### src/rtl/mcoi_display_scanner.sv
// Display scanner: snapshots a frame, then shifts each chain out MSB first on
// sclk_o with a latch strobe after every chain; supports queued and automatic refresh.
module mcoi_display_scanner #(
  parameter int NUM_CHAINS     = 8,
  parameter int BITS_PER_CHAIN = 16,
  parameter int CLK_DIV        = 4,
  parameter int LATCH_CYCLES   = 2,
  parameter int AUTO_REFRESH   = 1000000
) (
  input  logic                                 clk,
  input  logic                                 rstn,
  input  logic                                 enable_i,
  input  logic                                 update_i,
  input  logic [NUM_CHAINS*BITS_PER_CHAIN-1:0] frame_ib,
  output logic                                 sclk_o,
  output logic                                 data_o,
  output logic                                 latch_o,
  output logic                                 blank_o,
  output logic [2:0]                           csel_ob3,
  output logic                                 busy_o,
  output logic                                 done_o
);

  localparam int FRAME_W  = NUM_CHAINS * BITS_PER_CHAIN;
  localparam int IDX_W    = (FRAME_W > 1) ? $clog2(FRAME_W) : 1;
  localparam int BIT_W    = (BITS_PER_CHAIN > 1) ? $clog2(BITS_PER_CHAIN) : 1;
  localparam int DIV_W    = (CLK_DIV > 1) ? $clog2(CLK_DIV) : 1;
  localparam int LAT_W    = (LATCH_CYCLES > 1) ? $clog2(LATCH_CYCLES) : 1;
  localparam int REF_W    = (AUTO_REFRESH > 1) ? $clog2(AUTO_REFRESH) : 1;
  localparam int REF_LAST = (AUTO_REFRESH > 0) ? AUTO_REFRESH - 1 : 0;

  typedef enum logic [1:0] {IDLE, LOAD, SHIFT, LATCH} state_e;

  state_e               state_q, state_d;
  logic [FRAME_W-1:0]   snap_q, snap_d;
  logic [2:0]           csel_q, csel_d;      // doubles as the chain index
  logic [BIT_W-1:0]     bit_q, bit_d;
  logic [DIV_W-1:0]     div_q, div_d;
  logic [LAT_W-1:0]     lat_q, lat_d;
  logic [REF_W-1:0]     refresh_q, refresh_d;
  logic                 pending_q, pending_d;
  logic                 shown_q, shown_d;    // set once the first frame has completed
  logic                 sclk_q, sclk_d;
  logic                 data_q, data_d;
  logic                 latch_q, latch_d;
  logic                 blank_q, blank_d;
  logic                 busy_q, busy_d;
  logic                 done_q, done_d;
  logic                 refresh_hit;

  function automatic logic [IDX_W-1:0] bit_index(input logic [2:0] chain,
                                                 input logic [BIT_W-1:0] bitn);
    return IDX_W'(chain) * IDX_W'(BITS_PER_CHAIN) + IDX_W'(bitn);
  endfunction

  // NOTE: every *_d gets a default first so no path through the case infers a latch.
  always_comb begin
    state_d   = state_q;
    snap_d    = snap_q;
    csel_d    = csel_q;
    bit_d     = bit_q;
    div_d     = div_q;
    lat_d     = lat_q;
    refresh_d = refresh_q;
    pending_d = pending_q;
    shown_d   = shown_q;
    sclk_d    = sclk_q;
    data_d    = data_q;
    latch_d   = latch_q;
    blank_d   = blank_q;
    busy_d    = busy_q;
    done_d    = 1'b0;

    refresh_hit = (AUTO_REFRESH != 0) && (refresh_q == REF_W'(REF_LAST));

    if (busy_q && update_i) pending_d = 1'b1;

    case (state_q)
      IDLE: begin
        if (enable_i && (AUTO_REFRESH != 0) && !refresh_hit)
          refresh_d = refresh_q + 1'b1;
        if (enable_i && (update_i || pending_q || refresh_hit)) begin
          state_d   = LOAD;
          busy_d    = 1'b1;
          pending_d = 1'b0;
          refresh_d = '0;
        end
      end

      LOAD: begin
        snap_d  = frame_ib;
        state_d = SHIFT;
        csel_d  = 3'd0;
        bit_d   = BIT_W'(BITS_PER_CHAIN - 1);
        div_d   = '0;
        sclk_d  = 1'b0;
        data_d  = frame_ib[BITS_PER_CHAIN-1];
        blank_d = ~shown_q;
      end

      SHIFT: begin
        if (div_q == DIV_W'(CLK_DIV - 1)) begin
          div_d = '0;
          if (!sclk_q) begin
            sclk_d = 1'b1;
          end else if (bit_q == '0) begin
            state_d = LATCH;
            sclk_d  = 1'b0;
            data_d  = 1'b0;
            latch_d = 1'b1;
            blank_d = 1'b1;
            lat_d   = '0;
          end else begin
            bit_d  = bit_q - 1'b1;
            sclk_d = 1'b0;
            data_d = snap_q[bit_index(csel_q, bit_d)];
          end
        end else begin
          div_d = div_q + 1'b1;
        end
      end

      LATCH: begin
        if (lat_q == LAT_W'(LATCH_CYCLES - 1)) begin
          latch_d = 1'b0;
          lat_d   = '0;
          if (csel_q == 3'(NUM_CHAINS - 1)) begin
            state_d   = IDLE;
            busy_d    = 1'b0;
            done_d    = 1'b1;
            blank_d   = 1'b0;
            shown_d   = 1'b1;
            refresh_d = '0;
          end else begin
            state_d = SHIFT;
            csel_d  = csel_q + 3'd1;
            bit_d   = BIT_W'(BITS_PER_CHAIN - 1);
            div_d   = '0;
            sclk_d  = 1'b0;
            blank_d = ~shown_q;
            data_d  = snap_q[bit_index(csel_d, bit_d)];
          end
        end else begin
          lat_d = lat_q + 1'b1;
        end
      end

      default: state_d = IDLE;
    endcase

    // Disable aborts from any state and suppresses the completion pulse.
    if (!enable_i) begin
      state_d   = IDLE;
      busy_d    = 1'b0;
      done_d    = 1'b0;
      pending_d = 1'b0;
      sclk_d    = 1'b0;
      data_d    = 1'b0;
      latch_d   = 1'b0;
      blank_d   = 1'b1;
      div_d     = '0;
      lat_d     = '0;
      refresh_d = '0;
    end
  end

  // NOTE: sequential state uses non-blocking assignments only, so every flop
  // samples the values from before this edge.
  always_ff @(posedge clk or negedge rstn) begin
    if (!rstn) begin
      state_q   <= IDLE;
      // NOTE: the snapshot is a plain register bank, not a RAM, so clearing it
      // on reset is cheap and keeps a stale frame from leaking out after reset.
      snap_q    <= '0;
      csel_q    <= 3'd0;
      bit_q     <= '0;
      div_q     <= '0;
      lat_q     <= '0;
      refresh_q <= '0;
      pending_q <= 1'b0;
      shown_q   <= 1'b0;
      sclk_q    <= 1'b0;
      data_q    <= 1'b0;
      latch_q   <= 1'b0;
      blank_q   <= 1'b1;
      busy_q    <= 1'b0;
      done_q    <= 1'b0;
    end else begin
      state_q   <= state_d;
      snap_q    <= snap_d;
      csel_q    <= csel_d;
      bit_q     <= bit_d;
      div_q     <= div_d;
      lat_q     <= lat_d;
      refresh_q <= refresh_d;
      pending_q <= pending_d;
      shown_q   <= shown_d;
      sclk_q    <= sclk_d;
      data_q    <= data_d;
      latch_q   <= latch_d;
      blank_q   <= blank_d;
      busy_q    <= busy_d;
      done_q    <= done_d;
    end
  end

  assign sclk_o   = sclk_q;
  assign data_o   = data_q;
  assign latch_o  = latch_q;
  assign blank_o  = blank_q;
  assign csel_ob3 = csel_q;
  assign busy_o   = busy_q;
  assign done_o   = done_q;

endmodule
### config.mk
export PLATFORM = sky130hd
export DESIGN_NAME = mcoi_display_scanner
export DESIGN_NICKNAME = d
export VERILOG_FILES = /design/src/rtl/mcoi_display_scanner.sv
export SDC_FILE = /design/constraint.sdc
export NUM_CORES = 1
export LEC_CHECK = 0
export CORE_MARGIN = 4
export CORE_UTILIZATION = 55
export CTS_CLUSTER_SIZE = 30
export DETAILED_ROUTE_END_ITERATION = 16
export PLACE_DENSITY = 0.83
export SLEW_MARGIN = 5
export SYNTH_ARGS = -nofsm -noshare
export SYNTH_HDL_FRONTEND = slang
export SYNTH_SLANG_ARGS = --single-unit
### constraint.sdc
create_clock -name clk -period 4.1 [get_ports clk]
set_clock_uncertainty 0.1 [all_clocks]
set_input_delay 1.23 -clock clk [delete_from_list [all_inputs] [get_ports clk]]
set_output_delay 1.23 -clock clk [all_outputs]
set_load 0.1 [all_outputs]
After elaboration in Yosys (flattened, before gate mapping)
Cells that the tools add are included.

storage, ports and cells
  flip-flop bits (word level) = 168
  latch bits = 0
  RAM bits = 0
  ROM bits = 0
  input port bits = 132
  output and inout port bits = 9
  logic and storage cells = 143
  memories = 0

operators by class
  add/subtract/negate cells = 7
  multiply operators = 0
  div/mod/pow operators = 0
  $lt $le $gt $ge = 2
  equal/unequal tests = 22
  shifts and indexed selects = 0
  mux-type cells = 74
  bitwise operators = 1
  reduce and logical (&&, ||, !) cells = 22

operator list
  cell                   number
  $mux 20                5
  $pmux 20 s2            1
  $mux 1                 38
  $mux 2                 11
  $ne 3x3->1 const B     7
  $add 20x1->20 const B  1
  $eq 20x20->1 const B   1
  $mux 4                 5
  $reduce_and 5->1       4
  $lt 7x8->1 const B     2
  $reduce_and 4->1       4
  $bmux 1 s7             2
  $pmux 4 s3             1
  $ne 2x2->1 const B     5
  $pmux 1 s3             3
  $reduce_and 3->1       3
  $pmux 2 s4             1
  $add 7x4->7            1
  $add 7x4->7 const B    1
  $eq 2x2->1 const B     3
  $mux 3                 2
  $ne 3x1->1 const B     2
  $pmux 1 s2             3
  $pmux 2 s3             1
  other kinds (18)       21

Longest topological paths before layout
  depth in word-level cells = 9
  depth in mapped cells = 13
  mapped depth without buffers = 9

Worst setup path after synthesis
Ideal clock, no wire load.

  path kind = flip-flop to flip-flop
  start = register bit_q[0]
  end = register data_q (netlist: data_o)
  setup time = 0.138 ns
  data arrival time = 2.585 ns
  required time = 3.862 ns
  slack = 1.277 ns
  stages on the path, launching flop included = 14
  path buffers = 5
  clock period less this slack = 2.823 ns
  cells stage by stage = dfrtp_1 > buf_6 > buf_6 > buf_2 > inv_1 > ha_1 > buf_2 > buf_2 > mux4_2 > nand2_1 > nand4_1 > o2111ai_1 > a21o_1 > o2111ai_2

between the ends
  longest elaborated chain between the ends = 9
  elaborated cells on any way between the ends = 10
  classes of those cells = add/sub (2); mux (7); reduce/logical (1)

RTL lines
  element                       RTL line  source
  start, declared               37        logic [BIT_W-1:0] bit_q, bit_d;
  start signal, assigned        192       bit_q <= bit_d;
  $sub 4x1->4                   114       bit_d = bit_q - 1'b1;
  $add 7x4->7                   53        return IDX_W'(chain) * IDX_W'(BITS_PER_CHAIN) + IDX_W'(bitn);
  $bmux 1 s7                    116       data_d = snap_q[bit_index(csel_q, bit_d)];
  $mux 1 (not written as such)  116
  $mux 1 *                      106       end else if (bit_q == '0) begin
  $mux 1 *                      104       if (!sclk_q) begin
  $mux 1 *                      102       if (div_q == DIV_W'(CLK_DIV - 1)) begin
  $pmux 1 s3 *                  78        case (state_q)
  $mux 1 *                      152       if (!enable_i) begin
  end signal, assigned          199       data_q <= data_d;
  end, declared                 44        logic data_q, data_d;

Mark *: on every way between the ends. The rest lies on a longest branch, timed or not. The select of a mux whose other input is x is not followed.
A chain may end at the register's enable or synchronous reset.

Final worst setup path
  start = input port enable_i
  end = register refresh_q[14]

between the ends
  longest elaborated chain between the ends = 4
  elaborated cells on any way between the ends = 10
  classes of those cells = eq/ne (4); mux (3); reduce/logical (3)

RTL lines
  element               RTL line  source
  start, declared       12        input logic enable_i,
  $logic_and 1x1->1     82        if (enable_i && (update_i || pending_q || refresh_hit)) begin
  $mux 20               82
  $pmux 20 s2           78
  $mux 20               152
  end signal, assigned  195       refresh_q <= refresh_d;
  end, declared         40        logic [REF_W-1:0] refresh_q, refresh_d;

Parallel ways exist; a longest one is shown, timed or not.

==> results.yml <==
status:
  status: "complete, no violations"
timing:
  rsz0062_at_grt: "no"
  final-setup-viol-count: 0
  drv_slew: 0
  max_freq_mhz: 317
  relSlewSlack_pct: 42.8
  hold_violations: 0
  fin_crit_ns: 3.16
  whs_ns: 0.362
  worst_pin_slew_ns: 0.858
  fin_setup_tns_ns: 0
  fin_ws_ns: 0.941
  timing.final.crit_share_pct: 77.0
routing:
  routed_wl_um: 18800
  route.met2.wl_um: 9740
  postRouteAntennaNets: 0
  drtIter0Drc: 418
  wl_per_cell_um: 20.1
  dr.pass1.iters: 7
  route.vias.total: 5557
  wl_met1_um: 7550
  maxUsedRoutingLayer: "met4"
  dr_wl_met3_um: 1350
  vias_per_cell: 5.94
  drc_errors: 0
clock_network:
  cts_resized: 0
  cts_sinks: 168
  cts_max_level: 4
  worstSkewPairLatency_ns: 0.42
  clk_pin_slew_ns: 0.06
  ctsHoldBuffers: 0
  cts-buffers-inserted: 17
  cts.path.max_buffers: 2
  cts_root_buffer: "clkbuf_16"
  cts_tree: "built"
  cts_setup_buffers: 0
layout:
  stdcell_count: 935
  regArea_um2: 4210
  antenna_cells: 0
  final.fill_count: 967
  final_area_um2: 10200
  area_growth_pct: 26.2
  drive_gt1_share_pct: 28.9
  mostFrequentLayoutCells: "dfrtp_1, clkdlybuf4s50_1, mux2_2, nor2_1, mux4_2"
  multi_input_area_um2: 3640
  final_nets: 875
  final_util_pct: 70.4
  layout_commonest_cell: "dfrtp_1"
synth:
  synth-edff-count: 0
  synth_top_area_share_pct: 51.7
  yosysTopAreaCell: "dfrtp_1"
  synthArstFlopShare_pct: 100
  ys_seq_area_share_pct: 52.1
  synth.avg_cell_area_um2: 13.2
  synthCells: 611
  yosysWarnings: 0
  ys_top_cells_by_area: "dfrtp_1, mux2_2, mux4_2, mux2i_1, nor2_1"
  synth_flop_cell: "dfrtp_1"
  ys_types: 57
  yosys_register_bits: 168
  syn_area_um2: 8080
  syn-num-nets: 748
worst_setup_path:
  worst-r2r-cell-count: 8
  worstSetupEndpointType: "flop"
  worstReg2RegStart: "bit_q[1]"
  critical-path-max-stage-delay_ns: 0.55
  crit_start: "enable_i"
  critical_path_depth: 8
  cpLargestDelayFamily: "simple AND/OR/NAND/NOR gates"
  crit_required_ns: 4.32
  cp_num_buf_inv: 2
  cp_max_fo: 11
  crit_type: "input pin to flop"
  r2r-end: "data_o"
  slowest_stage: "clkdlybuf4s50_1"
  critical_path_arrival_ns: 3.37
  crit_chain: "clkdlybuf4s50_1 -> o21ai_0 -> or2_1 -> inv_2 -> nor2_2 -> nand2_1 -> or4_1 -> o311ai_1"
  start_kind: "input pin"
  rrSetupSlack_ns: 1.13
  crit_path_end: "refresh_q[14]"
global_route:
  grt_max_degree: 93
  antenna_found_initial: 0
  grt_pass1_vias: 6040
  grt_first_pass_wirelength_um: 31000
  grtUsageTotal_pct: 23.8
  gr-total-overflow: 0
floorplanning:
  rows: 44
  fp.dieH_um: 129
  start_util_pct: 55.8
  pin_count: 141
  placeableCoreArea_um2: 14500
  dieArea_um2: 16700
  die_w_um: 129
placement:
  dp_hpwl_um: 13200
  place_congestion: 0.857
  post-place-cells: 903
  placed_area_um2: 9570
  post-place-ws_ns: 0.554
  portBuffers: 140
worst_hold_path:
  hp-class: "flop to flop"
power:
  p_leak_nw: 4.22
  switching_share_pct: 26.2
  p_total_mw: 5.50
  peakVddDrop_v: 0.000415
  p_clk_share_pct: 30.6
  p_per_area_nw_per_um2: 539
  combPwrFrac_pct: 23.8
  p_int_mw: 4.06
  p_sw_mw: 1.44
  sequentialPowerShare_pct: 45.6
flow_run:
  maxCapViolations: 0
## flip-flops by register name, summed over array words and instances (netlist names), 2 cells and up
| signal | count |
|---|---|
| csel_ob3 | 3 |
| snap_q | 128 |
| refresh_q | 20 |
| state_q | 2 |
| bit_q | 4 |
| div_q | 2 |
## area by class of cell
class,instances,share of cell area (%)
Clock buffer,21,4.42
Timing Repair Buffer,145,14.2
Inverter,15,0.552
Clock inverter,11,1.68
Tap cell,184,2.26
Multi-Input combinational cell,391,35.7
Sequential cell,168,41.3
## worst min path at each step
stage                       start  cells past startpoint  slack [ns]            end
finish              refresh_q[18]                      1        0.36  refresh_q[18]
global route        refresh_q[18]                      1        0.41  refresh_q[18]
CTS                 refresh_q[18]                      1        0.37  refresh_q[18]
detailed placement  refresh_q[18]                      1        0.36  refresh_q[18]
global placement    refresh_q[18]                      1        0.35  refresh_q[18]
floorplan           refresh_q[19]                      1        0.33  refresh_q[19]
## synth_stat cells (5+ instances only)
library cell  count
inv_1            14
mux2_2          128
nand3_1          11
o21ai_0          19
mux2i_1          15
nor2_1           35
a31oi_1           6
mux4_2           31
nand2_1          28
a22oi_1           6
buf_2            20
nand2b_1          6
o22ai_1           5
nand4_1          10
dfrtp_1         167
and2_1            5
ha_1              5
o21ai_1          10
and3_1            5
clkbuf_1         11
a21oi_1          13
## power by group through the flow
stage	Sequential (mW)	Clock [mW]	Combinational [mW]
final	2.51	1.68	1.31
after floorplan	2.44	0	0.952
after global routing	2.57	1.79	1.42
after global placement	2.47	0	1.25
after CTS	2.50	1.71	1.33
after detailed placement	2.52	0	1.31
## kinds of logic after synthesis
group | after synthesis | synth area share (%)
muxes | 177 | 29.3
DFF | 168 | 52.1
xor gates and xnor gates | 8 | 0.960
AOI/OAI and AO/OA | 78 | 6.12
and+or+nand+nor | 123 | 7.73
buffers and inverters | 52 | 3.05
adders and majority gates | 5 | 0.774
## routing by layer
| layer | vias up | GRT usage, % |
|---|---|---|
| met1 | 2868 | 30.2 |
| met3 | 13 | 8.16 |
| met5 | - | 0 |
| met4 | 0 | 5.56 |
| li1 | 2506 | - |
| met2 | 170 | 39.8 |
Power figures use the tool's default switching activity.
